===== src/rtl/int_ctrl_pkg.sv =====
// Shared types for the interrupt sequencing controller:
// FSM states and memory-stage source selector encodings.
package int_ctrl_pkg;

  localparam logic [1:0] SEL_PIPE  = 2'b00;
  localparam logic [1:0] SEL_PCH   = 2'b01;
  localparam logic [1:0] SEL_PCL   = 2'b10;
  localparam logic [1:0] SEL_FLAGS = 2'b11;

  typedef enum logic [3:0] {
    S_IDLE       = 4'd0,
    S_FLUSH      = 4'd1,
    S_PUSH_PCH   = 4'd2,
    S_PUSH_PCL   = 4'd3,
    S_PUSH_FLAGS = 4'd4,
    S_VECTOR     = 4'd5,
    S_POP_FLAGS  = 4'd6,
    S_POP_PCL    = 4'd7,
    S_POP_PCH    = 4'd8,
    S_POP_WAIT   = 4'd9,
    S_RESUME     = 4'd10
  } state_e;

  // Stack slot addressed by each push/pop state.
  function automatic logic [1:0] sel_of(input state_e s);
    logic [1:0] r;
    r = SEL_PIPE;
    case (s)
      S_PUSH_PCH,  S_POP_PCH:   r = SEL_PCH;
      S_PUSH_PCL,  S_POP_PCL:   r = SEL_PCL;
      S_PUSH_FLAGS, S_POP_FLAGS: r = SEL_FLAGS;
      default:                  r = SEL_PIPE;
    endcase
    return r;
  endfunction

endpackage


===== src/rtl/interrupt_controller_edge.sv =====
// Rising-edge detector for the external interrupt line with a
// sticky pending bit; repeated edges collapse into one request.
module irq_edge_latch (
  input  logic clk,
  input  logic reset,
  input  logic irq_in,
  input  logic clr_i,
  output logic pending_o
);

  logic irq_q;
  logic irq_d;
  logic pending_q;
  logic pending_d;
  logic edge_w;

  // A fresh edge wins over a same-cycle clear.
  always_comb begin
    irq_d     = irq_in;
    edge_w    = irq_in & ~irq_q;
    pending_d = edge_w | (pending_q & ~clr_i);
  end

  always_ff @(posedge clk) begin
    if (!reset) begin
      irq_q     <= 1'b0;
      pending_q <= 1'b0;
    end else begin
      irq_q     <= irq_d;
      pending_q <= pending_d;
    end
  end

  assign pending_o = pending_q;

endmodule


===== src/rtl/interrupt_controller.sv =====
// Interrupt entry/return sequencer: flushes the front end, stacks
// PC and flags through the memory stage, and restores them on RTI.
module interrupt_controller
  import int_ctrl_pkg::*;
#(
  parameter int DATA_W = 16,
  parameter int FLAG_W = 4
) (
  input  logic                clk,
  input  logic                reset,
  input  logic                irq_in,
  input  logic                ctrl_hazard,
  input  logic                rti_in,
  input  logic [2*DATA_W-1:0] pc_resume,
  input  logic [FLAG_W-1:0]   flags_in,
  input  logic [DATA_W-1:0]   mem_rdata,
  output logic                stall_o,
  output logic                if_flush_o,
  output logic                id_flush_o,
  output logic                int_mem_selector1,
  output logic                int_mem_selector2,
  output logic                int_push_o,
  output logic                int_pop_o,
  output logic [2*DATA_W-1:0] int_pc_o,
  output logic [FLAG_W-1:0]   int_flags_o,
  output logic                interrupt_o,
  output logic                ret_valid_o,
  output logic [2*DATA_W-1:0] ret_pc_o,
  output logic [FLAG_W-1:0]   ret_flags_o,
  output logic                in_isr_o
);

  localparam int PC_W = 2 * DATA_W;

  state_e state_q;
  state_e state_d;

  logic              pending;
  logic              go_irq;
  logic              go_rti;
  logic              in_isr_q;
  logic              in_isr_d;
  logic              rti_q;
  logic              rti_d;
  logic [PC_W-1:0]   int_pc_q;
  logic [PC_W-1:0]   int_pc_d;
  logic [FLAG_W-1:0] int_flags_q;
  logic [FLAG_W-1:0] int_flags_d;
  logic [PC_W-1:0]   ret_pc_q;
  logic [PC_W-1:0]   ret_pc_d;
  logic [FLAG_W-1:0] ret_flags_q;
  logic [FLAG_W-1:0] ret_flags_d;
  logic [1:0]        sel;

  irq_edge_latch u_edge (
    .clk      (clk),
    .reset    (reset),
    .irq_in   (irq_in),
    .clr_i    (go_irq),
    .pending_o(pending)
  );

  // RTI outranks a pending irq; no nesting while in the ISR.
  always_comb begin
    go_rti = (state_q == S_IDLE) & rti_q & in_isr_q;
    go_irq = (state_q == S_IDLE) & pending
           & ~ctrl_hazard & ~in_isr_q & ~go_rti;
  end

  always_ff @(posedge clk) begin
    if (!reset) begin
      state_q <= S_IDLE;
    end else begin
      state_q <= state_d;
    end
  end

  always_comb begin
    state_d = state_q;
    unique case (state_q)
      S_IDLE: begin
        if (go_rti) begin
          state_d = S_POP_FLAGS;
        end else if (go_irq) begin
          state_d = S_FLUSH;
        end
      end
      S_FLUSH:      state_d = S_PUSH_PCH;
      S_PUSH_PCH:   state_d = S_PUSH_PCL;
      S_PUSH_PCL:   state_d = S_PUSH_FLAGS;
      S_PUSH_FLAGS: state_d = S_VECTOR;
      S_VECTOR:     state_d = S_IDLE;
      S_POP_FLAGS:  state_d = S_POP_PCL;
      S_POP_PCL:    state_d = S_POP_PCH;
      S_POP_PCH:    state_d = S_POP_WAIT;
      S_POP_WAIT:   state_d = S_RESUME;
      S_RESUME:     state_d = S_IDLE;
      default:      state_d = S_IDLE;
    endcase
  end

  always_comb begin
    stall_o     = 1'b0;
    if_flush_o  = 1'b0;
    id_flush_o  = 1'b0;
    int_push_o  = 1'b0;
    int_pop_o   = 1'b0;
    interrupt_o = 1'b0;
    ret_valid_o = 1'b0;
    sel         = sel_of(state_q);
    unique case (state_q)
      S_FLUSH: begin
        stall_o    = 1'b1;
        if_flush_o = 1'b1;
        id_flush_o = 1'b1;
      end
      S_PUSH_PCH, S_PUSH_PCL, S_PUSH_FLAGS: begin
        stall_o    = 1'b1;
        id_flush_o = 1'b1;
        int_push_o = 1'b1;
      end
      S_POP_FLAGS, S_POP_PCL, S_POP_PCH: begin
        stall_o    = 1'b1;
        id_flush_o = 1'b1;
        int_pop_o  = 1'b1;
      end
      S_POP_WAIT: begin
        stall_o    = 1'b1;
        id_flush_o = 1'b1;
      end
      S_VECTOR: interrupt_o = 1'b1;
      S_RESUME: ret_valid_o = 1'b1;
      default: ;
    endcase
  end

  // Pop data arrives one cycle behind its strobe.
  always_comb begin
    int_pc_d    = int_pc_q;
    int_flags_d = int_flags_q;
    ret_pc_d    = ret_pc_q;
    ret_flags_d = ret_flags_q;
    in_isr_d    = in_isr_q;
    rti_d       = rti_in & in_isr_q & (state_q == S_IDLE);
    unique case (state_q)
      S_FLUSH: begin
        int_pc_d    = pc_resume;
        int_flags_d = flags_in;
      end
      S_VECTOR:   in_isr_d = 1'b1;
      S_POP_PCL:  ret_flags_d = mem_rdata[FLAG_W-1:0];
      S_POP_PCH:  ret_pc_d = {ret_pc_q[PC_W-1:DATA_W], mem_rdata};
      S_POP_WAIT: ret_pc_d = {mem_rdata, ret_pc_q[DATA_W-1:0]};
      S_RESUME:   in_isr_d = 1'b0;
      default: ;
    endcase
  end

  always_ff @(posedge clk) begin
    if (!reset) begin
      in_isr_q    <= 1'b0;
      rti_q       <= 1'b0;
      int_pc_q    <= '0;
      int_flags_q <= '0;
      ret_pc_q    <= '0;
      ret_flags_q <= '0;
    end else begin
      in_isr_q    <= in_isr_d;
      rti_q       <= rti_d;
      int_pc_q    <= int_pc_d;
      int_flags_q <= int_flags_d;
      ret_pc_q    <= ret_pc_d;
      ret_flags_q <= ret_flags_d;
    end
  end

  assign int_mem_selector1 = sel[0];
  assign int_mem_selector2 = sel[1];
  assign int_pc_o          = int_pc_q;
  assign int_flags_o       = int_flags_q;
  assign ret_pc_o          = ret_pc_q;
  assign ret_flags_o       = ret_flags_q;
  assign in_isr_o          = in_isr_q;

endmodule

===== config.mk =====
export PLATFORM = sky130hd
export DESIGN_NAME = interrupt_controller
export DESIGN_NICKNAME = d
export VERILOG_FILES = /design/src/rtl/int_ctrl_pkg.sv /design/src/rtl/interrupt_controller_edge.sv /design/src/rtl/interrupt_controller.sv
export SDC_FILE = /design/constraint.sdc
export NUM_CORES = 1
export LEC_CHECK = 0
export CAP_MARGIN = 30
export CORE_ASPECT_RATIO = 0.75
export CORE_MARGIN = 3
export CORE_UTILIZATION = 39
export CTS_CLUSTER_SIZE = 16
export DETAILED_ROUTE_END_ITERATION = 10
export GPL_TIMING_DRIVEN = 0
export HOLD_SLACK_MARGIN = 0.12
export PLACE_DENSITY = 0.83
export SYNTH_ARGS = -nofsm -noshare
export SYNTH_HDL_FRONTEND = slang
export SYNTH_HIERARCHICAL = 1
export SYNTH_SLANG_ARGS = --single-unit

===== constraint.sdc =====
create_clock -name clk -period 1.7 [get_ports clk]
set_clock_uncertainty 0.15 [all_clocks]
set_input_delay 0.17 -clock clk [delete_from_list [all_inputs] [get_ports clk]]
set_output_delay 0.17 -clock clk [all_outputs]
set_load 0.005 [all_outputs]

# Word-level counts from Yosys, hierarchy flattened
# Index checks and enable logic that the tools add are counted.
# word_totals
reg_bits	80
latchBits	0
ram_bits	0
mem_bits_ro	0
input_bits	57
out_inout_bits	82
memories	0
# op_classes
n_addsub	0
mul	0
div_mod_pow	0
magnitude_cmp	0
eq_ne	11
n_shift	0
n_mux	12
bitwise	18
reduce_logical	10
# op_table
op	count
$pmux 32 s2	1
$pmux 4 s9	1
$eq 4x3->1 const B	4
$eq 4x4->1 const B	3
$and 1x1->1	10
$eq 4x2->1 const B	2
$mux 4	2
$reduce_or 8->1	1
$not 1->1	7
$mux 1	6
$pmux 2 s3	1
$reduce_or 2->1	3
$reduce_or 3->1	2
$eq 4x1->1 const B	1
$logic_not 4->1	1
$reduce_and 2->1	2
$ne 3x2->1 const B	1
$pmux 1 s2	1
$reduce_bool 2->1	1
$or 1x1->1	1

# Logic depth before layout (Yosys ltp)
# depth
word_depth	8
depth_mapped	7
depth_no_buf	5

# Cells and area by module
# The synthesis kept the hierarchy.
# modules_own_cells
module	n_inst	cells_per_inst	area_per_inst_um2
interrupt_controller	1	369	3303.2
irq_edge_latch	1	6	70.1

# Least setup slack after synthesis
# OpenSTA, ideal clock, no wires.
# synth_timing
path_type	flip-flop to flip-flop
from	reg state_q[2]
to	reg int_pc_q[4] (netlist: int_pc_o[4])
setup_ps	115
arrival_time_ps	1341
slack_ps	94
stages_incl_launch_ff	7
path_cell_list	dfxtp_1 > buf_6 > or4b_1 > buf_6 > buf_6 > nand3_2 > o21ai_2
# synth_between
elab_chain_cells	1
# synth_lines
item	line	text
from (decl)	interrupt_controller.sv:35	state_e state_q;
from (signal assigned)	interrupt_controller.sv:74	state_q <= state_d;
$eq 4x1->1	interrupt_controller.sv:145	unique case (state_q)
to (signal assigned)	interrupt_controller.sv:170	int_pc_q <= int_pc_d;
to (decl)	interrupt_controller.sv:45	logic [PC_W-1:0] int_pc_q;
# Every way passes these cells.
# A chain may end at the register's enable or synchronous reset.

# Worst setup path in the final report
# layout_timing
from	reg state_q[2]
to	out if_flush_o
# layout_between
elab_chain_cells	2
# layout_lines
item	line	text
$eq 4x1->1	interrupt_controller.sv:111	unique case (state_q)
$mux 1	interrupt_controller.sv:111	
to (decl)	interrupt_controller.sv:18	output logic if_flush_o,
# Every way passes these cells.

==> flow_summary.ini <==
[grt]
gr-usage-all-layers = 0.192
grt_pass1_vias = 3090
antenna_found_initial = 0
grt_pass1_wl_um = 15100
grt_remaining_overflow = 0
grt_max_degree = 14

[pwr]
seq_power_share = 0.457
internal_power_mw = 3.27
power_density_nw_per_um2 = 764
p_comb_frac = 0.100
swShare = 0.221
clkPwrFrac = 0.443
p_leak_nw = 2.06
vdd_drop_max_mv = 0.551
power.switching_mw = 0.925

[sta]
rsz0062_at_grt = true
period_share = 1.09
setup_ws_ns = -0.159
max_freq_mhz = 538
worst_slew_pin_slew_ns = 0.446
slew_violations = 0
period_minus_slack_ns = 1.86
timing_hold_violations_final = 0
setup-tns-final_ns = -3.51
setup_viol = 42
slew_headroom = 0.703

[clock_network]
cts.sinks = 80
insertion_delay_ns = 0.32
cts.clk_slew.worst_paths_ns = 0.06
h-tree-depth = 3
cts_root_buf = clkbuf_16
cts_tree = built
numCtsBuffers = 9
cts_buffer_depth = 2

[final_layout]
stdcell_area_um2 = 5490
syn2layout_area_growth_pct = 62.7
nets = 595
final_util = 0.675
drive_gt1_frac = 0.266
antenna_cells = 0

[logic_synthesis]
netlist_instances = 375
synth_common_cells = nand2_1 (91), dfxtp_1 (80), nand3_1 (38), o21ai_2 (36), clkbuf_1 (19)
synth_nets = 432
synth_cell_type_count = 38
synth_ff_type = dfxtp_1
async_flop_share = 0
synth_area_leaders = dfxtp_1 (47%), nand2_1 (10%), o21ai_2 (9.3%), nand3_1 (5.6%), nand3_2 (4.5%)
postSynthAreaPerCell_um2 = 9.00
ys_seq_elements = 80
synth_edf_count = 0
synth_area_leader_cell = dfxtp_1
synth_top_area_frac = 0.475
yosys_warnings = 6
syn_area_um2 = 3370
seq_area_frac_synth = 0.475
synth_most_common_cell = nand2_1

[placed_design]
port_buffers = 138
gp_congestion = 0.801
placed_area_um2 = 4890
post-dp-hpwl_um = 7130

[worst_setup_path]
crit_type = reg -> out
critPathCaptureType = primary output
cp_num_cells = 4
slowest_stage = or4b_4
crit_required_ns = 1.38
crit_buf_inv = 3
crit_family = simple AND/OR/NAND/NOR gates
arrival_ns = 1.54
max_stage_delay_ns = 0.58
crit_path_max_fanout = 5
start_kind = flop
path_cells = or4b_4 -> buf_12 -> clkinv_4 -> buf_6
r2r_cells = 6

[min_path]
holdPathStages = 2
min_path_type = in -> reg

[drt]
wl_um = 9650
first_pass_iters = 4
viasPerCell = 4.98
drc = 0
wl_per_cell_um = 14.9
antenna_left = 0
drt_iter0_markers = 120
dr_total_vias = 3225

[floorplan]
coreArea_um2 = 8130
start_util = 0.415
die_y_um = 86.5
die_x_um = 113
fp-row-count = 28
pin_count = 139
dieArea_um2 = 9810

[job]
cap_violations = 0

[status]
violations = setup timing
status = finished with violations
registers in the layout, indices dropped and copies added (netlist names):
signal	flops
state_q	4
u_edge/pending_o	1
ret_flags_o	4
int_flags_o	4
in_isr_o	1
ret_pc_o	32
rti_q	1
int_pc_o	32
u_edge/irq_q	1
per-layer routing:
metal  GRT usage  up-vias  part of all wire
met5           0        -                 0
met4      0.0426        0            0.0056
met3      0.0593        6             0.066
met2       0.317      104              0.47
met1       0.249     1509              0.46
li1            -     1606                 -
power groups by stage:
stage	combinational, mW	clock [mW]	sequential [mW]
2_1_floorplan	0.155	0	1.96
3_3_place_gp	0.388	0	1.96
3_5_place_dp	0.392	0	1.96
4_1_cts	0.415	1.90	1.92
5_1_grt	0.451	1.99	1.92
6_report	0.418	1.86	1.92
per-stage QoR:
step / instances / total power, mW / hold slack, ns / setup WS (ns)
2_1_floorplan: 375 / 2.12 / 0.142 / 0.0938
3_3_place_gp: 618 / 2.35 / 0.291 / -0.591
3_5_place_dp: 618 / 2.35 / 0.290 / -0.622
4_1_cts: 648 / 4.23 / 0.235 / -0.253
5_1_grt: 647 / 4.36 / 0.190 / -0.206
6_report: 647 / 4.19 / 0.190 / -0.159
timing repair:
item                                    CTS  global route
pin swaps                                 6             3
resized for setup                        92            20
endpoints found under the setup margin   69            60
hold buffers                              0             0
endpoints found under the hold margin     0             0
setup buffers                            15             2
cells in the final DEF, fill, tap and decap left out, drive strengths merged, types with 2 or more instances in the layout:
cell,count
nand2,91
nor3b,2
nor2,5
nand3b,3
mux2i,4
o21ai,55
clkdlybuf4s50,128
nand2b,3
a21oi,2
dfxtp,80
clkinvlp,2
clkbuf,28
buf,40
clkinv,3
a21boi,19
and4bb,2
nor2b,4
nand3,53
inv,2
cell families after synthesis:
group,synth area share
multiplexers,0.0152
flip-flops,0.475
AO/OA/AOI/OAI,0.180
buffers and inverters,0.0657
AND/OR/NAND/NOR,0.265
worst reg2reg max path, cell delays in order (launching register included):
cell,delay [ns]
dfxtp_4,0.38
or4b_4,0.58
buf_4,0.16
buf_8,0.14
buf_6,0.14
nand3_1,0.10
o21ai_2,0.06
area by class of cell:
type	count	area, um^2
inverters	3	21.3
flip-flops and latches	80	1620
multi-input cells	257	1620
well taps	105	131
repair buffers	155	1520
clock inverters	5	58.8
fillers	677	2640
clock buffers	10	229
plain buffers	32	288
final timing paths:
path | from | endpoint | slack, ns
setup reg to reg | state_q[2] | int_pc_o[24] | -0.12
hold reg to reg | ret_pc_o[2] | ret_pc_o[2] | 0.30
setup / recovery | state_q[2] | if_flush_o | -0.16
hold / removal | reset | u_edge/irq_q | 0.19
Note: power is estimated with default switching activity, not from simulation.
